[src/rtl/olink_reset_sequencer.sv]
// olink_reset_sequencer: staged QPLL / MMCM / GTX reset bring-up
// for the backplane optical links, with lock timeouts and retries.
module olink_reset_sequencer #(
    parameter int N_LINKS      = 2,
    parameter int RST_HOLD     = 64,
    parameter int LOCK_TIMEOUT = 50000,
    parameter int SETTLE       = 1000,
    parameter int MAX_RETRY    = 8
) (
    input  logic               sysClk125,
    input  logic               sysClk125Rst,
    input  logic               enable,
    input  logic               force_reset,
    input  logic [N_LINKS-1:0] link_mask,
    input  logic               qpll_lock,
    input  logic               qpll_refclklost,
    input  logic               mmcm_locked,
    input  logic [N_LINKS-1:0] link_valid,
    output logic               qpll_reset,
    output logic               mmcm_reset,
    output logic [N_LINKS-1:0] gt_reset,
    output logic [3:0]         state,
    output logic               link_up,
    output logic               fail,
    output logic [3:0]         retry_count,
    output logic [7:0]         link_drops
);

    typedef enum logic [3:0] {
        IDLE      = 4'd0,
        QPLL_RST  = 4'd1,
        QPLL_WAIT = 4'd2,
        MMCM_RST  = 4'd3,
        MMCM_WAIT = 4'd4,
        GT_RST    = 4'd5,
        LINK_WAIT = 4'd6,
        READY     = 4'd7,
        FAIL      = 4'd8
    } state_t;

    localparam int SW = N_LINKS + 3;

    state_t cur_st;
    state_t nxt_st;

    logic [SW-1:0]      sync1;
    logic [SW-1:0]      sync2;
    logic [N_LINKS-1:0] lv_s;
    logic               ql_s;
    logic               lost_s;
    logic               ml_s;

    logic [15:0]        timer;
    logic [15:0]        settle;
    logic [15:0]        settle_n;
    logic [3:0]         retry_n;
    logic [3:0]         retry_inc;
    logic [7:0]         drops_n;
    logic               hold_done;
    logic               timeout;
    logic               links_ok;
    logic               settle_done;
    state_t             tmo_st;

    logic               qpll_rst_n;
    logic               mmcm_rst_n;
    logic [N_LINKS-1:0] gt_rst_n;
    logic               up_n;
    logic               fail_n;

    assign {lv_s, ml_s, lost_s, ql_s} = sync2;
    assign state = cur_st;

    // Two-flop synchronizers for all asynchronous status inputs
    always_ff @(posedge sysClk125) begin
        if (sysClk125Rst) begin
            sync1 <= '0;
            sync2 <= '0;
        end else begin
            sync1 <= {link_valid, mmcm_locked,
                      qpll_refclklost, qpll_lock};
            sync2 <= sync1;
        end
    end

    // Next state, counter updates and registered-output decode
    always_comb begin
        nxt_st      = cur_st;
        retry_n     = retry_count;
        drops_n     = link_drops;
        hold_done   = (timer == 16'(RST_HOLD - 1));
        timeout     = (timer == 16'(LOCK_TIMEOUT - 1));
        links_ok    = ((lv_s & link_mask) == link_mask);
        settle_n    = links_ok ? settle + 16'd1 : 16'd0;
        settle_done = links_ok && (settle == 16'(SETTLE - 1));
        retry_inc   = (retry_count == 4'hF) ? 4'hF
                                            : retry_count + 4'd1;
        tmo_st      = (int'(retry_inc) >= MAX_RETRY) ? FAIL
                                                     : QPLL_RST;

        if (!enable) begin
            nxt_st = IDLE;
        end else if (force_reset && cur_st != IDLE) begin
            nxt_st  = QPLL_RST;
            retry_n = 4'd0;
        end else begin
            unique case (cur_st)
                IDLE: begin
                    nxt_st  = QPLL_RST;
                    retry_n = 4'd0;
                end
                QPLL_RST:
                    if (hold_done) nxt_st = QPLL_WAIT;
                QPLL_WAIT:
                    if (timeout) begin
                        nxt_st  = tmo_st;
                        retry_n = retry_inc;
                    end else if (ql_s && !lost_s) begin
                        nxt_st = MMCM_RST;
                    end
                MMCM_RST:
                    if (hold_done) nxt_st = MMCM_WAIT;
                MMCM_WAIT:
                    if (timeout) begin
                        nxt_st  = tmo_st;
                        retry_n = retry_inc;
                    end else if (ml_s) begin
                        nxt_st = GT_RST;
                    end
                GT_RST:
                    if (hold_done) nxt_st = LINK_WAIT;
                LINK_WAIT:
                    if (timeout) begin
                        nxt_st  = tmo_st;
                        retry_n = retry_inc;
                    end else if (settle_done) begin
                        nxt_st = READY;
                    end
                READY:
                    if (!ql_s || lost_s || !ml_s) begin
                        nxt_st = QPLL_RST;
                    end else if (!links_ok) begin
                        nxt_st = GT_RST;
                        if (link_drops != 8'hFF)
                            drops_n = link_drops + 8'd1;
                    end
                FAIL: ;
                default: nxt_st = IDLE;
            endcase
        end

        qpll_rst_n = 1'b1;
        mmcm_rst_n = 1'b1;
        gt_rst_n   = '1;
        up_n       = 1'b0;
        fail_n     = 1'b0;
        unique case (nxt_st)
            QPLL_WAIT, MMCM_RST:
                qpll_rst_n = 1'b0;
            MMCM_WAIT, GT_RST: begin
                qpll_rst_n = 1'b0;
                mmcm_rst_n = 1'b0;
            end
            LINK_WAIT: begin
                qpll_rst_n = 1'b0;
                mmcm_rst_n = 1'b0;
                gt_rst_n   = '0;
            end
            READY: begin
                qpll_rst_n = 1'b0;
                mmcm_rst_n = 1'b0;
                gt_rst_n   = '0;
                up_n       = 1'b1;
            end
            FAIL: fail_n = 1'b1;
            default: ;
        endcase
    end

    // State, timers, counters and outputs all update together
    always_ff @(posedge sysClk125) begin
        if (sysClk125Rst) begin
            cur_st      <= IDLE;
            timer       <= '0;
            settle      <= '0;
            retry_count <= '0;
            link_drops  <= '0;
            qpll_reset  <= 1'b1;
            mmcm_reset  <= 1'b1;
            gt_reset    <= '1;
            link_up     <= 1'b0;
            fail        <= 1'b0;
        end else begin
            cur_st      <= nxt_st;
            timer       <= (nxt_st != cur_st) ? 16'd0
                                              : timer + 16'd1;
            settle      <= (nxt_st != cur_st) ? 16'd0 : settle_n;
            retry_count <= retry_n;
            link_drops  <= drops_n;
            qpll_reset  <= qpll_rst_n;
            mmcm_reset  <= mmcm_rst_n;
            gt_reset    <= gt_rst_n;
            link_up     <= up_n;
            fail        <= fail_n;
        end
    end

endmodule

[config.mk]
export PLATFORM = sky130hd
export DESIGN_NAME = olink_reset_sequencer
export DESIGN_NICKNAME = d
export VERILOG_FILES = /design/src/rtl/olink_reset_sequencer.sv
export SDC_FILE = /design/constraint.sdc
export NUM_CORES = 1
export LEC_CHECK = 0
export CAP_MARGIN = 20
export CORE_MARGIN = 2
export CORE_UTILIZATION = 30
export DETAILED_ROUTE_END_ITERATION = 6
export MAX_ROUTING_LAYER = met4
export SLEW_MARGIN = 30
export SYNTH_ARGS = -nofsm -noshare
export SYNTH_HDL_FRONTEND = slang
export SYNTH_SLANG_ARGS = --single-unit
export TNS_END_PERCENT = 50
[constraint.sdc]
create_clock -name sysClk125 -period 2.5 [get_ports sysClk125]
set_input_delay 0.5 -clock sysClk125 [delete_from_list [all_inputs] [get_ports sysClk125]]
set_output_delay 0.5 -clock sysClk125 [all_outputs]
set_load 0.005 [all_outputs]
After elaboration in Yosys (flattened, before gate mapping)
Cells that the tools add are included.
{"block": "op_classes", "eq_ne": 23, "n_reduce_logical": 19, "magnitude_cmp": 1, "mux": 24, "n_bitwise": 4, "addsub": 4}
{"operator": "2-to-1 mux 4 bit", "count": 17}
{"operator": "one-hot mux 4 bit (9 select lines)", "count": 1}
{"operator": "adder 16 x 1 -> 16 bit, second input constant", "count": 2}
{"operator": "== test 4 x 3 -> 1 bit, second input constant", "count": 8}
{"operator": "== test 16 x 10 -> 1 bit, second input constant", "count": 1}
{"operator": "== test 16 bit, second input constant", "count": 1}
{"operator": "== test 16 x 6 -> 1 bit, second input constant", "count": 1}
{"operator": "== test 4 x 2 -> 1 bit, second input constant", "count": 4}
{"operator": "== test 4 bit, second input constant", "count": 3}
{"operator": "adder 8 x 1 -> 8 bit, second input constant", "count": 1}
{"operator": "inequality test 8 bit, second input constant", "count": 1}
{"operator": "one-hot mux 4 bit (2 select lines)", "count": 1}
{"operator": "AND reduction 6 bit", "count": 1}
{"operator": "OR reduction 3 bit", "count": 2}
{"operator": "OR reduction 6 bit", "count": 1}
{"operator": "adder 4 x 1 -> 4 bit, second input constant", "count": 1}
{"operator": "== test 4 x 1 -> 1 bit, second input constant", "count": 1}
{"operator": "greater-or-equal comparator 4 bit, second input constant", "count": 1}
{"operator": "logical NOT 4 bit", "count": 1}
{"operator": "2-to-1 mux 1 bit", "count": 4}
{"operator": "inequality test 4 bit", "count": 1}
{"operator": "nonzero test 4 bit", "count": 1}
{"operator": "OR reduction 2 bit", "count": 2}
{"operator": "OR reduction 4 bit", "count": 1}
{"operator": "10 further kinds", "count": 17}
{"block": "totals", "output_inout_bits": 22, "ff_bits": 64}

Logic depth before layout (Yosys ltp)
Gate-level depths: netlist of run 1.
{"block": "logic_depth", "word_depth": 11, "mapped_depth": 8, "mapped_depth_nobuf": 7}

Least setup slack after synthesis of run 1
No wires, ideal clock.
{"block": "synth_path", "path_type": "reg2reg", "startpoint": "register timer[11]", "endpoint": "register settle[10]", "required_time_ns": 2.378, "arrival_time_ns": 2.148, "period_less_slack_ns": 2.270, "path_slack_ns": 0.230, "path_stages_with_launch": 8, "cell_sequence": "dfxtp_1 > or4_4 > or4_4 > nor4_4 > a21oi_2 > nand3_4 > buf_12 > nor3_2"}
{"block": "synth_via", "elab_chain_cells": 7, "elab_cells_between_ends": 13, "classes_between": "eq/ne (3); mux (9); reduce/logical (1)"}
{"item": "start: declaration", "line": "53", "source": "logic [15:0] timer;"}
{"item": "start signal: assignment", "line": "195", "source": "timer <= (nxt_st != cur_st) ? 16'd0"}
{"item": "== test 16 bit or == test 16 x 6 -> 1 bit (tied branches)", "line": "92, 91"}
{"item": "2-to-1 mux 4 bit, or another cell as far along", "line": "133", "source": "if (timeout) begin"}
{"item": "one-hot mux 4 bit (9 select lines) (*)", "line": "107", "source": "unique case (cur_st)"}
{"item": "2-to-1 mux 4 bit (*)", "line": "103", "source": "end else if (force_reset && cur_st != IDLE) begin"}
{"item": "2-to-1 mux 4 bit (*)", "line": "101", "source": "if (!enable) begin"}
{"item": "inequality test 4 bit (*)", "line": "197", "source": "settle <= (nxt_st != cur_st) ? 16'd0 : settle_n;"}
{"item": "OR reduction 3 bit (no line) (*)"}
{"item": "end signal: assignment", "line": "197"}
{"item": "end: declaration", "line": "54", "source": "logic [15:0] settle;"}
Every way passes the cells marked *; elsewhere a longest branch is shown, timed or not.
A chain may end at the register's enable or synchronous reset.

Worst setup path after layout of run 1
{"block": "layout_path", "startpoint": "register timer[12]", "endpoint": "register settle[3]"}
The elaborated chain is that of the path after synthesis.

==> impl_results.md, run 1 <==
- Number of core rows: 36
- Filler-free cell count of the finished design: 530
- Actual transition at the worst max-transition pin: 0.476 ns
- Die area: 11100 um^2
- Share of total power in sequential cells: 48.9%
- I/O Buffers: 32
- Slowest Stage Delay on Critical Path: 0.58 ns
- Clock Pin Slew Worst Setup and Hold Paths: 0.07 ns
- Adder-cell share of the synthesized area: 1.63%
- Residual overflow from global routing: 0
- Worst hold path type: reg2reg
- Die X: 105 um
- Post-layout power: 2.09 mW
- Synthesized area: 3070 um^2
- Reported leakage power: 1.28 nW
- Total number of vias: 2593
- Total I/O pin count: 33
- Complex-gate fraction of the synthesized area: 9.45%
- Skew-Pair Late Insertion Delay: 0.34 ns
- Relative contribution of combinational cells to total power: 5.6%
- Synth Area per Inst: 9.11 um^2
- Min setup slack post-route: 0.130 ns
- Pins over their slew limit: 0
- Final clock period utilization by the worst path: 94.8%
- CTS Buffer Depth: 2
- Net Switching: 0.465 mW
- Nature of the critical path startpoint: flop
- CP endpoint kind: flop
- Hold Slack: 0.440 ns
- Core Region: 9860 um^2
- DRC Markers: 0
- Clock Sink Count: 63
- Category of the most critical setup path: reg2reg
- Combinational family with the most area after synthesis: simple AND/OR/NAND/NOR gates
- Total wirelength of the detailed-routed design: 6.84 mm
- Most frequent cells in the layout: 63 x sky130_fd_sc_hd__dfxtp_1, 32 x sky130_fd_sc_hd__clkdlybuf4s50_1, 26 x sky130_fd_sc_hd__nor2_1, 26 x sky130_fd_sc_hd__nor3_1, 23 x sky130_fd_sc_hd__buf_4
- Sequential element share of the synthesized area: 41.1%
- Final-layout fill cell count: 976
- Via density per instance: 4.89
- Drt first pass iters: 4
- Simple-gate area share of the yosys netlist: 34.2%
- Warning count from the yosys run: 0
- Main flop type after synthesis: sky130_fd_sc_hd__dfxtp_1
- Largest net degree at the start of global routing: 33
- Final routed wire length divided by cell count: 12.9 um
- Post-synth EDFFs: 0
- Run status: finished clean
- Number of cells produced by synthesis: 337
- Arrival time worst endpoint: 2.59 ns
- Proportion of register bits with asynchronous set or reset after synthesis: 0%
- Weighted congestion at the end of routability-driven global placement: 0.857
- Global-route wire length before repair: 11.7 mm
- Area share of xor/xnor cells in the synthesized design: 9.41%
- Switching share of power: 22.3%
- Required time of the worst setup path: 2.72 ns
- Number of nets in the layout: 407
- Number of global-route vias before repair: 2478
- Hold Fails Final Rpt: 0
- Cell-by-cell trace of the critical path: or4_4 > or4_4 > nor4_4 > a21oi_2 > nand3_4 > nor3_1
- Antenna-violating nets left: 0
- Number of antenna violations at the first check in global routing: 0
- ANT cells: 0
- Die Height: 105 um
- Root buffer selected by CTS: sky130_fd_sc_hd__clkbuf_8
- Clk network pwr share: 45.5%
- Clk_skew: 0.00604 ns
- Leading cell type in the layout, fill and taps excluded: sky130_fd_sc_hd__dfxtp_1
- Distinct cell type count of the synthesized netlist: 60
- Internal: 1.62 mW
- Share of post-route cells with drive strength above 1: 16.6%
- Setup TNS after final layout: 0 ns
- Flip-flop and latch count after synthesis: 63
- Violation count after the first detailed-route iteration: 131
- Worst path most repeated cell: sky130_fd_sc_hd__or4_4
- Layout overhead on the synthesized area: 26.6%
- Worst voltage drop across the vdd grid: 0.297 mV
- Effective utilization at floorplan: 31.1%
- H-tree depth: 3
- Power density cells: 537 nW/um^2
- Maximum Capacitance Violations: 0
- Final critical path time including I/O delays and setup: 2.37 ns
- Place WS: 0.0464 ns
- Number of nets in the synthesized netlist: 352
- Overall routing resource usage: 13.2%
- Total of endpoints with negative setup slack in the final report: 0
- Maximum fanout encountered on the critical timing path: 16
- Multiplexer share of the synthesized area: 1.02%
- Instance count after placement with tap cells included: 512
- Half-perimeter wire length after detailed placement: 4.78 mm
- TritonCTS Buffers: 9
- Achievable Freq: 422 MHz
- Resized Gates After CTS: 0
- Unrepaired setup endpoints after global routing: false
- CTS tree: yes
- Slew margin rel.: 67.9%
- Cell with the biggest individual delay on the critical path: sky130_fd_sc_hd__or4_4
[sequential cells by signal, summed over array words and instances, names as in the netlist]
name	flops
retry_count	4
fail	1
link_drops	8
mmcm_reset	1
timer	16
sync1	5
qpll_reset	1
link_up	1
settle	16
gt_reset	1
state	4
sync2	5
[path summary, 6_finish.rpt]
kind | slack [ns] | startpoint | depth (start not counted) | end
max | 0.13 | timer[12] | 6 | settle[3]
min | 0.44 | sync1[3] | 1 | sync2[3]
min reg2reg | 0.44 | sync1[3] | 1 | sync2[3]
max reg2reg | 0.13 | timer[12] | 6 | settle[3]
[through the flow]
stage / utilization, % / cell area (um^2)
3_5_place_dp: 37.1 / 3660
6_report: 39.4 / 3890
5_1_grt: 39.4 / 3890
3_3_place_gp: 37.1 / 3660
4_1_cts: 39.3 / 3870
2_1_floorplan: - / 3070
[final cells by class]
| class | count | area (um^2) | area share (%) |
|---|---|---|---|
| clock buffers | 9 | 124 | 3.19 |
| clock inverters | 7 | 87.6 | 2.25 |
| inverters | 7 | 26.3 | 0.676 |
| multi-input cells | 255 | 1710 | 44.0 |
| flip-flops and latches | 63 | 1260 | 32.4 |
| well taps | 133 | 166 | 4.28 |
| repair buffers | 56 | 513 | 13.2 |
[cell families after synthesis]
kind of cell	count (synthesis)
flip-flops	63
buffers and inverters	19
adder cells (fa/ha/maj)	4
XOR/XNOR	33
AO/OA/AOI/OAI	41
AND/OR/NAND/NOR	174
multiplexers	3
[power by group through the flow]
stage | registers [mW] | clock network [mW] | logic (mW)
finish | 1.02 | 0.949 | 0.117
global route | 1.02 | 1.02 | 0.129
CTS | 1.02 | 0.980 | 0.118
detailed placement | 1.04 | 0 | 0.118
global placement | 1.04 | 0 | 0.118
floorplan | 1.04 | 0 | 0.0699
[cells in the mapped netlist, types with 2 or more instances]
master                      instances  share of area (%)
sky130_fd_sc_hd__buf_2              4               0.65
sky130_fd_sc_hd__nor3_2            10                3.3
sky130_fd_sc_hd__nand2_1           22                2.7
sky130_fd_sc_hd__nand4bb_1          2               0.73
sky130_fd_sc_hd__buf_4              2               0.49
sky130_fd_sc_hd__xnor2_1           18                5.1
sky130_fd_sc_hd__ha_1               4                1.6
sky130_fd_sc_hd__inv_1              7               0.86
sky130_fd_sc_hd__dfxtp_1           63                 41
sky130_fd_sc_hd__and4_1             3               0.86
sky130_fd_sc_hd__clkbuf_1           5               0.61
sky130_fd_sc_hd__or4_4              2               0.73
sky130_fd_sc_hd__a21boi_0           4               0.98
sky130_fd_sc_hd__nand3_1           21                3.4
sky130_fd_sc_hd__a31oi_1            2               0.41
sky130_fd_sc_hd__nand3b_1           2               0.49
sky130_fd_sc_hd__nand4_1            8                1.6
sky130_fd_sc_hd__or3_1              4               0.81
sky130_fd_sc_hd__mux2i_1            2               0.65
sky130_fd_sc_hd__a21oi_1            9                1.5
sky130_fd_sc_hd__nor4b_1            4                1.1
sky130_fd_sc_hd__xor2_1            15                4.3
sky130_fd_sc_hd__nor2b_1           17                3.5
sky130_fd_sc_hd__o21ba_2            2               0.65
sky130_fd_sc_hd__nor4bb_1           2               0.65
sky130_fd_sc_hd__o21ai_0            7                1.1
sky130_fd_sc_hd__nand2b_1           4               0.81
sky130_fd_sc_hd__nor3_1            26                4.2
sky130_fd_sc_hd__nand4b_1           4                1.1
sky130_fd_sc_hd__and3_1             3               0.61
sky130_fd_sc_hd__nor2_1            26                3.2
sky130_fd_sc_hd__or4_1              2               0.49
sky130_fd_sc_hd__or2_2              4               0.81
[critical path: cells and delay by family (launching register included)]
family / cells / cell delay [ns]
DFF: 1 / 0.35
AOI/OAI and AO/OA: 1 / 0.12
and+or+nand+nor: 5 / 1.76
[timing repair]
action	in CTS	in global routing
buffers inserted	0	2
hold buffers	0	0
endpoints found under the setup margin	0	8
[routing by layer]
metal | up-vias | GRT usage (%) | share of wire (%)
met5 | - | - | 0
met4 | 0 | 6.48 | 2.2
met3 | 15 | 2.43 | 3.8
met2 | 59 | 19.8 | 46
met1 | 1200 | 17.0 | 48
li1 | 1319 | - | -
No activity file was read; power rests on OpenSTA's default activity.
==> run 2, diff against run 1 <==
PLACE_DENSITY_LB_ADDON = 0.25   (was not set)
==> run 2 against run 1 <==
Against the previous run:
- via count decreased by 1.4%
- die area unchanged
- clock-buffer cell count increased by 1
- global-route usage increased by 0.57 points
- final cell count decreased by 1.1%
- clock power increased by 0.7%
- register-to-register slack about the same
- clock skew increased by 0.0026 ns
- routed wire length decreased by 1.9%
- non-clock buffer count decreased by 6
- critical path depth unchanged
- combinational power about the same
- critical path type unchanged
==> impl_results.md, run 2 (synthesized netlist as in run 1, its figures left out) <==
- CTS Buffer Depth: 2
- Internal: 1.63 mW
- Overall routing resource usage: 13.8%
- Category of the most critical setup path: reg2reg
- Number of antenna violations at the first check in global routing: 0
- Arrival time worst endpoint: 2.60 ns
- Most frequent cells in the layout: 63 x sky130_fd_sc_hd__dfxtp_1, 32 x sky130_fd_sc_hd__clkdlybuf4s50_1, 26 x sky130_fd_sc_hd__nor2_1, 26 x sky130_fd_sc_hd__nor3_1, 22 x sky130_fd_sc_hd__nand2_1
- Layout overhead on the synthesized area: 25.4%
- Nature of the critical path startpoint: flop
- Global-route wire length before repair: 12.0 mm
- DRC Markers: 0
- Weighted congestion at the end of routability-driven global placement: 0.824
- Slew margin rel.: 69.0%
- Setup TNS after final layout: 0 ns
- Worst hold path type: reg2reg
- Half-perimeter wire length after detailed placement: 4.68 mm
- Worst reg2reg path depth: 6
- Antenna-violating nets left: 0
- H-tree depth: 3
- Number of core rows: 36
- Residual overflow from global routing: 0
- Violation count after the first detailed-route iteration: 111
- Reported leakage power: 1.25 nW
- Relative contribution of combinational cells to total power: 5.6%
- Total number of vias: 2557
- Leading cell type in the layout, fill and taps excluded: sky130_fd_sc_hd__dfxtp_1
- Largest net degree at the start of global routing: 33
- Actual transition at the worst max-transition pin: 0.464 ns
- Final routed wire length divided by cell count: 12.8 um
- Skew-Pair Late Insertion Delay: 0.35 ns
- Worst reg2reg startpoint: timer[11]
- Filler-free cell count of the finished design: 524
- Registers with the most flip-flops: settle x16, timer x16, link_drops x8
- Via density per instance: 4.88
- Min setup slack post-route: 0.120 ns
- I/O Buffers: 32
- Pins over their slew limit: 0
- Required time of the worst setup path: 2.73 ns
- Worst setup path endpoint: settle[6]
- Effective utilization at floorplan: 31.1%
- Share of total power in sequential cells: 48.7%
- TritonCTS Buffers: 9
- Die Height: 105 um
- Startpoint of the most critical setup path: timer[11]
- Unrepaired setup endpoints after global routing: false
- Run status: finished clean
- Maximum Capacitance Violations: 0
- Maximum fanout encountered on the critical timing path: 16
- Total I/O pin count: 33
- Final critical path time including I/O delays and setup: 2.38 ns
- Clock Pin Slew Worst Setup and Hold Paths: 0.07 ns
- Clk_skew: 0.00862 ns
- Switching share of power: 22.4%
- CTS tree: yes
- Place WS: 0.0724 ns
- CP endpoint kind: flop
- Final clock period utilization by the worst path: 95.2%
- Total wirelength of the detailed-routed design: 6.71 mm
- ANT cells: 0
- Die area: 11100 um^2
- Total of endpoints with negative setup slack in the final report: 0
- Slack of the worst reg-to-reg path: 0.12 ns
- Die X: 105 um
- Root buffer selected by CTS: sky130_fd_sc_hd__clkbuf_8
- Worst flop-to-flop path endpoint: settle[6]
- Number of nets in the layout: 401
- Share of post-route cells with drive strength above 1: 15.3%
- Achievable Freq: 420 MHz
- Instance count after placement with tap cells included: 508
- Hold Fails Final Rpt: 0
- Clk network pwr share: 45.6%
- Power density cells: 544 nW/um^2
- Number of global-route vias before repair: 2491
- Worst voltage drop across the vdd grid: 0.314 mV
- Net Switching: 0.469 mW
- Drt first pass iters: 4
- Core Region: 9860 um^2
- Clock Sink Count: 63
## run 2: area by class of cell
cell class / instances / area, um^2
Tap cell: 133 / 166
Sequential cell: 63 / 1260
Timing Repair Buffer: 50 / 468
Clock inverter: 6 / 85.1
Fill cell: 1005 / 6010
Inverter: 7 / 26.3
Clock buffer: 10 / 128
Multi-Input combinational cell: 255 / 1720
## run 2: how the worst min path moves through the flow
stage	start	end	slack (ns)	cells past startpoint
6_report	sync1[2]	sync2[2]	0.43	1
5_1_grt	sync1[2]	sync2[2]	0.46	1
4_1_cts	sync1[2]	sync2[2]	0.44	1
3_5_place_dp	sync1[2]	sync2[2]	0.42	1
3_3_place_gp	sync1[4]	sync2[4]	0.42	1
2_1_floorplan	sync1[0]	sync2[0]	0.41	1
## run 2: power by group through the flow
stage	sequential, mW	combinational [mW]	clock [mW]
5_1_grt	1.02	0.131	1.05
3_5_place_dp	1.04	0.118	0
6_report	1.02	0.118	0.956
2_1_floorplan	1.04	0.0699	0
4_1_cts	1.02	0.119	0.997
3_3_place_gp	1.04	0.119	0
## run 2: critical path, stage by stage (launching register included)
cell	delay, ns
sky130_fd_sc_hd__dfxtp_1	0.31
sky130_fd_sc_hd__or4_4	0.54
sky130_fd_sc_hd__or4_4	0.58
sky130_fd_sc_hd__nor4_4	0.34
sky130_fd_sc_hd__a21oi_2	0.12
sky130_fd_sc_hd__nand3_4	0.26
sky130_fd_sc_hd__nor3_1	0.09
## run 2: timing repair
item	4_1_cts	5_1_grt
hold buffers	0	0
setup buffers	0	0
endpoints found under the setup margin	0	16
resized for setup	0	1
## run 2: metrics by stage
stage / power, mW / hold WS [ns] / util [%] / area [um^2]
floorplan: 1.11 / 0.414 / - / 3070
global placement: 1.16 / 0.423 / 36.8 / 3630
detailed placement: 1.16 / 0.420 / 36.8 / 3630
CTS: 2.14 / 0.436 / 39.0 / 3840
global route: 2.20 / 0.461 / 39.0 / 3850
finish: 2.10 / 0.434 / 39.0 / 3850
## run 2: layer usage
layer	vias to the layer above	wire [um]	track usage (%)
met5	-	0	-
met4	0	120	5.52
met3	9	254	4.05
met2	44	3000	19.6
met1	1198	3340	18.2
li1	1306	-	-
